==> src/rtl/output_layer_mac_if.sv <==
// Streaming interface between the output-layer MAC and its neighbours.
//   s_valid/s_ready : input beat handshake (activation, weight, bias)
//   s_act/s_wgt     : signed Q-format activation and weight
//   s_bias          : signed bias, used only on the first beat of a neuron
//   m_valid/m_ready : result handshake towards the softmax normalizer
//   m_data          : non-negative neuron result, same Q format
//   m_index         : neuron index of m_data
//   m_last          : marks the final neuron of the layer
// master = producer of beats / consumer of results, slave = the MAC.
interface output_layer_mac_if #(
    parameter int DATA_W = 16,
    parameter int N_OUT  = 10
);
    localparam int IDX_W = (N_OUT > 1) ? $clog2(N_OUT) : 1;

    logic                     s_valid;
    logic                     s_ready;
    logic signed [DATA_W-1:0] s_act;
    logic signed [DATA_W-1:0] s_wgt;
    logic signed [DATA_W-1:0] s_bias;
    logic                     m_valid;
    logic                     m_ready;
    logic        [DATA_W-1:0] m_data;
    logic        [IDX_W-1:0]  m_index;
    logic                     m_last;

    modport master (
        output s_valid, s_act, s_wgt, s_bias, m_ready,
        input  s_ready, m_valid, m_data, m_index, m_last
    );

    modport slave (
        input  s_valid, s_act, s_wgt, s_bias, m_ready,
        output s_ready, m_valid, m_data, m_index, m_last
    );
endinterface

==> src/rtl/output_layer_mac.sv <==
// Output-layer multiply-accumulate: for each neuron, accumulates N_IN
// act*wgt products, adds the bias, rounds half-up back to DATA_W, applies
// ReLU and saturation, then presents one result per neuron in index order.
// Ports:
//   i_clk   : clock
//   i_rst_n : synchronous active-low reset
//   bus     : output_layer_mac_if slave (input beats in, neuron results out)
module output_layer_mac #(
    parameter int DATA_W = 16,
    parameter int FRAC   = 12,
    parameter int N_IN   = 8,
    parameter int N_OUT  = 10,
    parameter int ACC_W  = 40
) (
    input  logic               i_clk,
    input  logic               i_rst_n,
    output_layer_mac_if.slave  bus
);
    localparam int K_W   = (N_IN > 1) ? $clog2(N_IN) : 1;
    localparam int IDX_W = (N_OUT > 1) ? $clog2(N_OUT) : 1;
    localparam logic [K_W-1:0]   K_LAST   = K_W'(N_IN - 1);
    localparam logic [IDX_W-1:0] CNT_LAST = IDX_W'(N_OUT - 1);
    localparam logic signed [ACC_W-1:0] HALF =
        {{(ACC_W-1){1'b0}}, 1'b1} << (FRAC - 1);
    localparam logic signed [ACC_W-1:0] MAXV =
        {{(ACC_W-DATA_W+1){1'b0}}, {(DATA_W-1){1'b1}}};

    if (ACC_W < 2*DATA_W + $clog2(N_IN) + 1) begin : g_bad_acc_w
        $error("output_layer_mac: ACC_W too narrow for DATA_W/N_IN");
    end
    if (N_IN < 2 || N_OUT < 2) begin : g_bad_dims
        $error("output_layer_mac: N_IN and N_OUT must be >= 2");
    end

    typedef enum logic [1:0] {ACC, FINAL, OUT} state_t;

    state_t                   r_state;
    state_t                   w_next;
    logic [K_W-1:0]           r_k;
    logic [IDX_W-1:0]         r_cnt;
    logic signed [ACC_W-1:0]  r_acc;
    logic signed [DATA_W-1:0] r_bias;
    logic                     r_m_valid;
    logic [DATA_W-1:0]        r_m_data;
    logic [IDX_W-1:0]         r_m_index;
    logic                     r_m_last;

    logic                       w_s_ready;
    logic                       w_hs;
    logic signed [2*DATA_W-1:0] w_prod;
    logic signed [ACC_W-1:0]    w_prod_ext;
    logic signed [ACC_W-1:0]    w_bias_sh;
    logic signed [ACC_W-1:0]    w_t;
    logic signed [ACC_W-1:0]    w_r;
    logic [DATA_W-1:0]          w_result;

    // Datapath: full-precision product, bias aligned to 2*FRAC fraction bits.
    assign w_prod     = bus.s_act * bus.s_wgt;
    assign w_prod_ext = {{(ACC_W-2*DATA_W){w_prod[2*DATA_W-1]}}, w_prod};
    assign w_bias_sh  = {{(ACC_W-DATA_W-FRAC){r_bias[DATA_W-1]}}, r_bias, {FRAC{1'b0}}};
    assign w_t        = r_acc + w_bias_sh;
    assign w_r        = (w_t + HALF) >>> FRAC;

    always_comb begin
        w_result = w_r[DATA_W-1:0];
        if (w_r[ACC_W-1]) begin
            w_result = '0;
        end else if (w_r > MAXV) begin
            w_result = {1'b0, {(DATA_W-1){1'b1}}};
        end
    end

    assign w_hs = bus.s_valid && (r_state == ACC);

    always_comb begin
        w_next    = r_state;
        w_s_ready = 1'b0;
        case (r_state)
            ACC: begin
                w_s_ready = 1'b1;
                if (w_hs && r_k == K_LAST) begin
                    w_next = FINAL;
                end
            end
            FINAL: w_next = OUT;
            OUT: begin
                if (r_m_valid && bus.m_ready) begin
                    w_next = ACC;
                end
            end
            default: w_next = ACC;
        endcase
    end

    always_ff @(posedge i_clk) begin
        if (!i_rst_n) begin
            r_state   <= ACC;
            r_k       <= '0;
            r_cnt     <= '0;
            r_acc     <= '0;
            r_bias    <= '0;
            r_m_valid <= 1'b0;
            r_m_data  <= '0;
            r_m_index <= '0;
            r_m_last  <= 1'b0;
        end else begin
            r_state <= w_next;
            case (r_state)
                ACC: begin
                    if (w_hs) begin
                        // First beat overwrites so no clear cycle is needed.
                        if (r_k == '0) begin
                            r_acc  <= w_prod_ext;
                            r_bias <= bus.s_bias;
                        end else begin
                            r_acc <= r_acc + w_prod_ext;
                        end
                        r_k <= (r_k == K_LAST) ? '0 : r_k + 1'b1;
                    end
                end
                FINAL: begin
                    r_m_data  <= w_result;
                    r_m_index <= r_cnt;
                    r_m_last  <= (r_cnt == CNT_LAST);
                    r_m_valid <= 1'b1;
                end
                OUT: begin
                    if (r_m_valid && bus.m_ready) begin
                        r_m_valid <= 1'b0;
                        r_m_last  <= 1'b0;
                        r_cnt     <= (r_cnt == CNT_LAST) ? '0 : r_cnt + 1'b1;
                    end
                end
                default: ;
            endcase
        end
    end

    assign bus.s_ready = w_s_ready;
    assign bus.m_valid = r_m_valid;
    assign bus.m_data  = r_m_data;
    assign bus.m_index = r_m_index;
    assign bus.m_last  = r_m_last;
endmodule
==> src/flat_wrapper.sv <==
// flat-port wrapper written by rule: the top's interface ports become plain ports
module output_layer_mac_flat 
#(
    parameter int DATA_W = 16,
    parameter int FRAC   = 12,
    parameter int N_IN   = 8,
    parameter int N_OUT  = 10,
    parameter int ACC_W  = 40
)
  (i_clk, i_rst_n, bus_s_valid, bus_s_act, bus_s_wgt, bus_s_bias, bus_m_ready, bus_s_ready, bus_m_valid, bus_m_data, bus_m_index, bus_m_last);
  output_layer_mac_if #(.DATA_W(DATA_W), .N_OUT(N_OUT)) bus_i ();
  input  logic i_clk;
  input  logic i_rst_n;
  input wire logic [$bits(bus_i.s_valid)-1:0] bus_s_valid;
  input wire logic [$bits(bus_i.s_act)-1:0] bus_s_act;
  input wire logic [$bits(bus_i.s_wgt)-1:0] bus_s_wgt;
  input wire logic [$bits(bus_i.s_bias)-1:0] bus_s_bias;
  input wire logic [$bits(bus_i.m_ready)-1:0] bus_m_ready;
  output wire logic [$bits(bus_i.s_ready)-1:0] bus_s_ready;
  output wire logic [$bits(bus_i.m_valid)-1:0] bus_m_valid;
  output wire logic [$bits(bus_i.m_data)-1:0] bus_m_data;
  output wire logic [$bits(bus_i.m_index)-1:0] bus_m_index;
  output wire logic [$bits(bus_i.m_last)-1:0] bus_m_last;
  assign bus_i.s_valid = bus_s_valid;
  assign bus_i.s_act = bus_s_act;
  assign bus_i.s_wgt = bus_s_wgt;
  assign bus_i.s_bias = bus_s_bias;
  assign bus_i.m_ready = bus_m_ready;
  assign bus_s_ready = bus_i.s_ready;
  assign bus_m_valid = bus_i.m_valid;
  assign bus_m_data = bus_i.m_data;
  assign bus_m_index = bus_i.m_index;
  assign bus_m_last = bus_i.m_last;
  output_layer_mac #(.DATA_W(DATA_W), .FRAC(FRAC), .N_IN(N_IN), .N_OUT(N_OUT), .ACC_W(ACC_W)) u_core (.i_clk(i_clk), .i_rst_n(i_rst_n), .bus(bus_i));
endmodule
==> config.mk <==
export PLATFORM = sky130hd
export DESIGN_NAME = output_layer_mac_flat
export DESIGN_NICKNAME = d
export VERILOG_FILES = /design/src/rtl/output_layer_mac_if.sv /design/src/rtl/output_layer_mac.sv /design/src/flat_wrapper.sv
export SDC_FILE = /design/constraint.sdc
export NUM_CORES = 1
export LEC_CHECK = 0
export ABC_AREA = 1
export ABC_CLOCK_PERIOD_IN_PS = 11910
export CAP_MARGIN = 10
export CORE_AREA = 2 2 155 309
export DETAILED_ROUTE_END_ITERATION = 12
export DIE_AREA = 0 0 157 311
export PLACE_DENSITY = 0.56
export SLEW_MARGIN = 15
export SYNTH_ARGS = -nofsm -noshare
export SYNTH_HDL_FRONTEND = slang
export SYNTH_SLANG_ARGS = --single-unit
==> constraint.sdc <==
create_clock -name i_clk -period 11.91 [get_ports i_clk]
set_clock_uncertainty 0.15 [all_clocks]
set_input_delay 2.382 -clock i_clk [delete_from_list [all_inputs] [get_ports i_clk]]
set_output_delay 2.382 -clock i_clk [all_outputs]
set_load 0.01 [all_outputs]
* After elaboration in Yosys (flattened, before gate mapping)
Cells that the tools add are included.
** Storage, ports and cells
- Flip-flop bits (word level) :: 87
- Logic and storage cells :: 45
- Input port bits :: 52
- Output and inout port bits :: 23
** Cells by class
- Magnitude comparators :: 1
- Equal/unequal tests :: 6
- Add/subtract/negate cells :: 5
- Reduce and logical (&&, ||, !) cells :: 11
- Mux-type cells :: 12
- Multiply operators :: 1
** Operators with widths (number)
- $add A40 B13 Y40 const B :: 1
- $add A40 B28 Y40 :: 1
- $add A40 B32 Y40 :: 1
- $mux W40 :: 1
- $mul A16 B16 Y32 :: 1
- $mux W16 :: 2
- $gt A28 B16 Y1 const B :: 1
- $reduce_and A2 Y1 :: 4
- $pmux W2 S3 :: 1
- $add A4 B1 Y4 const B :: 1
- $eq A4 B4 Y1 const B :: 1
- $mux W2 :: 2
- $mux W4 :: 1
- $pmux W1 S2 :: 2
- $add A3 B1 Y3 const B :: 1
- $eq A3 B3 Y1 const B :: 1
- $logic_and A1 B1 Y1 :: 3
- $logic_not A3 Y1 :: 1
- $mux W3 :: 1
- $reduce_and A3 Y1 :: 1
- $eq A2 B1 Y1 const B :: 1
- $eq A2 B2 Y1 const B :: 1
- $logic_not A2 Y1 :: 1
- $mux W1 :: 2
- other kinds (3) :: 3

* Logic depth before layout (Yosys ltp)
- Word-level depth :: 5
- Depth in mapped cells :: 42
- Mapped depth without buffers :: 40

* Worst setup path after synthesis
Ideal clock, no wire load.
- Path type :: input -> register
- Start point :: in bus_s_wgt[5]
- End point :: reg u_core.r_acc[33]
- Library setup time :: 0.064 ns
- Cell stages on the path :: 32
- Data required time :: 11.696 ns
- Arrival time :: 9.339 ns
- Path buffers :: 2
- Setup slack :: 2.357 ns
- Cells stage by stage :: clkbuf_1 clkbuf_1 nand2_1 fa_1 inv_1 fa_1 fa_1 fa_1 fa_1 inv_1 fa_1 inv_1 ha_1 nand2_1 o21ai_0 a21oi_1 or2_2 nand3_1 nand2_1 nand2_1 inv_1 ha_1 nand2_1 nor2_1 inv_1 nor4_1 nand3_1 nand3_1 o21ai_0 a21oi_1 nor2_1 nor2_1
** On the way
- Word-level cells in the longest chain between the ends :: 3
** RTL lines
- start, declared :: RTL line flat_wrapper.sv:16 : input wire logic [$bits(bus_i.s_wgt)-1:0] bus_s_wgt;
- $mul A16 B16 Y32 (*) :: RTL line output_layer_mac.sv:58 : assign w_prod = bus.s_act * bus.s_wgt;
- $add A40 B32 Y40 :: RTL line output_layer_mac.sv:116 : r_acc <= r_acc + w_prod_ext;
- $mux W40 (*) :: RTL line output_layer_mac.sv:112 : if (r_k == '0) begin
- end signal, assigned :: RTL line output_layer_mac.sv:113 : r_acc <= w_prod_ext;
- end signal, assigned :: RTL line output_layer_mac.sv:116
- end, declared :: RTL line output_layer_mac.sv:41 : logic signed [ACC_W-1:0] r_acc;
Mark *: on every way between the ends. The rest lies on a longest branch, timed or not.
A chain may end at the register's enable or synchronous reset.

* Worst setup path after layout
- Start point :: in bus_s_wgt[1]
- End point :: reg u_core.r_acc[33]
The elaborated chain is that of the path after synthesis.

==> impl_metrics.yaml <==
run_status:
  outcome: "finished, final reports clean"
sta:
  hold_viol_final: 0
  setup_viol: 0
  rsz0062_at_grt: "no"
  worst_slew_pin_slew_ps: 917
  finalCriticalPeriod_ps: 10950
  fmax_mhz: 91.3
  min_period_over_period_pct: 92.0
  drv_slew: 0
  relSlewSlack_pct: 38.7
  setup_tns_ps: 0
  timing.hold.ws_ps: 296
grt:
  grt_overflow: 0
  grt_usage_pct: 22.1
  grt_pass1_vias: 16900
  grt_pass1_wl_um: 86200
  antenna_found_initial: 0
  grt_max_degree: 53
detailed_routing:
  first_pass_iters: 5
  drt-total-wl_um: 51600
  ant_nets: 0
  first_iter_violations: 957
  vias: 16000
  drc_errors: 0
  vias_per_cell: 4.86
  wl_per_cell_um: 15.7
floorplan:
  start_util_pct: 39.6
  fp.dieH_um: 311
  std_cell_rows: 112
  core_um2: 46400
  chipWidth_um: 157
  die-area_um2: 48800
  ios: 75
worst_setup_path:
  worst_path_most_repeated_cell: "fa_1"
  critical_path.top_delay_family: "adder cells"
  crit_fanout: 16
  cp_data_arrival_time_ps: 11100
  cp_slowest_stage_delay_ps: 910
  path_buf_inv: 6
  crit_required_ps: 12050
  cp-start-kind: "primary input"
  endpoint_kind: "register"
  crit_type: "primary input to register"
  cpMaxStageDelayCell: "clkdlybuf4s50_1"
finish:
  utilization_pct: 43.1
  fillCellCount: 4968
  final_cell_mix: "nand2_1, inv_1, fa_1"
  diodes: 0
  finalNetCount: 3135
  final_area_um2: 20000
  area_growth_pct: 8.80
  layout-drive-gt1-share_pct: 4.23
  final_common_cell: "nand2_1"
logic_synthesis:
  syn_inst: 2643
  synth_seq_cells: 87
  synth_edf_count: 0
  synthArstFlopShare_pct: 0
  syn_area_um2: 18400
  synth_area_per_cell_um2: 6.95
  synth_fp_nets: 3114
  yosysSeqAreaShare_pct: 9.48
  ys_types: 51
  yosysWarningCount: 0
  synthFlopType: "dfxtp_1"
worst_hold_path:
  hold_path.class: "register to register"
clock_network:
  cts_setup_buffers: 0
  clk_latency_ps: 360
  cts.repair.resized: 0
  cts.sinks: 87
  clk_pin_slew_ps: 70
  cts_tree: "done"
  cts_inserted_buffers: 9
  root_buffer: "clkbuf_16"
  htree_num_levels: 3
  ctsHoldBuffers: 0
  cts_buffer_depth: 2
job:
  max_cap_violations: 0
place:
  place_hpwl_um: 43600
  place_congestion: 0.943
  portBuffers: 74
  placed_cell_area_um2: 19700
## metal layers
metal | part of all wire, % | global-route usage, % | vias to the layer above
met5 | 0 | 0 | -
met4 | 2.6 | 5.84 | 0
met3 | 3.2 | 2.23 | 66
met2 | 49 | 38.5 | 294
met1 | 45 | 29.0 | 7591
li1 | - | - | 8057
## kinds of logic (layout without fill, tap and decap cells)
| kind of cell | count (synthesis) | count (layout) | share of synthesized area [%] |
|---|---|---|---|
| simple gates | 1011 | 1011 | 22.7 |
| compound gates | 360 | 360 | 11.2 |
| fa+ha+maj | 419 | 419 | 39.3 |
| buf+inv | 710 | 736 | 14.6 |
| flops | 87 | 87 | 9.48 |
| xor+xnor | 56 | 56 | 2.71 |
## final timing paths
path / endpoint / start / slack (ps) / cells after the start
setup reg to reg: u_core.r_acc[22] / u_core.r_k[0] / 8520 / 11
setup / recovery: u_core.r_acc[33] / bus_s_wgt[1] / 960 / 31
hold / removal: u_core.bus.m_data[15] / u_core.bus.m_data[15] / 300 / 2
hold reg to reg: u_core.bus.m_data[15] / u_core.bus.m_data[15] / 300 / 2
## tightest hold or removal path, delay by kind of cell, from the launching register on
| kind | cells | cell delay [ps] |
|---|---|---|
| AND/OR/NAND/NOR | 2 | 90 |
| flip-flops | 1 | 320 |
## registers in the layout, indices dropped and copies added, names as in the netlist, 2 cells and up
name                cells
u_core.r_acc           40
u_core.bus.m_data      16
u_core.r_bias          16
u_core.bus.m_index      4
u_core.r_cnt            4
u_core.r_k              3
u_core.r_state          2
## final cells by class
cell class	instances	area, µm²	area share [%]
tap	627	785	3.93
clock inverter	7	46.3	0.232
multi-input combinational	1846	13900	69.8
inverter	623	2340	11.7
clock buffer	9	225	1.13
timing repair buffer	97	908	4.55
sequential	87	1740	8.72
## synth_stat cells (4+ instances only)
cell type	instances	area, µm²
ha_1	155	1940
or2_2	14	87.6
nand3_1	82	410
o21ai_0	118	591
clkinv_1	4	15.0
a211oi_1	6	45.0
and2_1	5	31.3
o21bai_1	18	135
a21oi_2	11	96.3
a31oi_1	20	125
o221ai_1	4	35.0
nor3_1	18	90.1
xor2_1	27	236
xnor2_1	28	245
nand2_2	15	93.8
o211ai_1	5	37.5
a21o_1	12	90.1
nor2_1	210	788
a21oi_1	142	711
o21a_1	4	30.0
o21ai_1	4	20.0
nor2_2	6	37.5
inv_1	608	2280
inv_2	11	41.3
clkbuf_1	80	300
nor2_4	5	56.3
dfxtp_1	87	1740
nand4_1	25	156
fa_1	264	5290
nand2_1	620	2330
## through the flow
stage          cells  setup WS [ps]
5_1_grt         3296            299
3_5_place_dp    3280            610
4_1_cts         3296            976
6_report        3296            955
3_3_place_gp    3280            765
2_1_floorplan   2643           2360
Power is left out: the tool's default activity adds up to more than one toggle a clock period on the data nets, which glitch-free logic cannot reach.
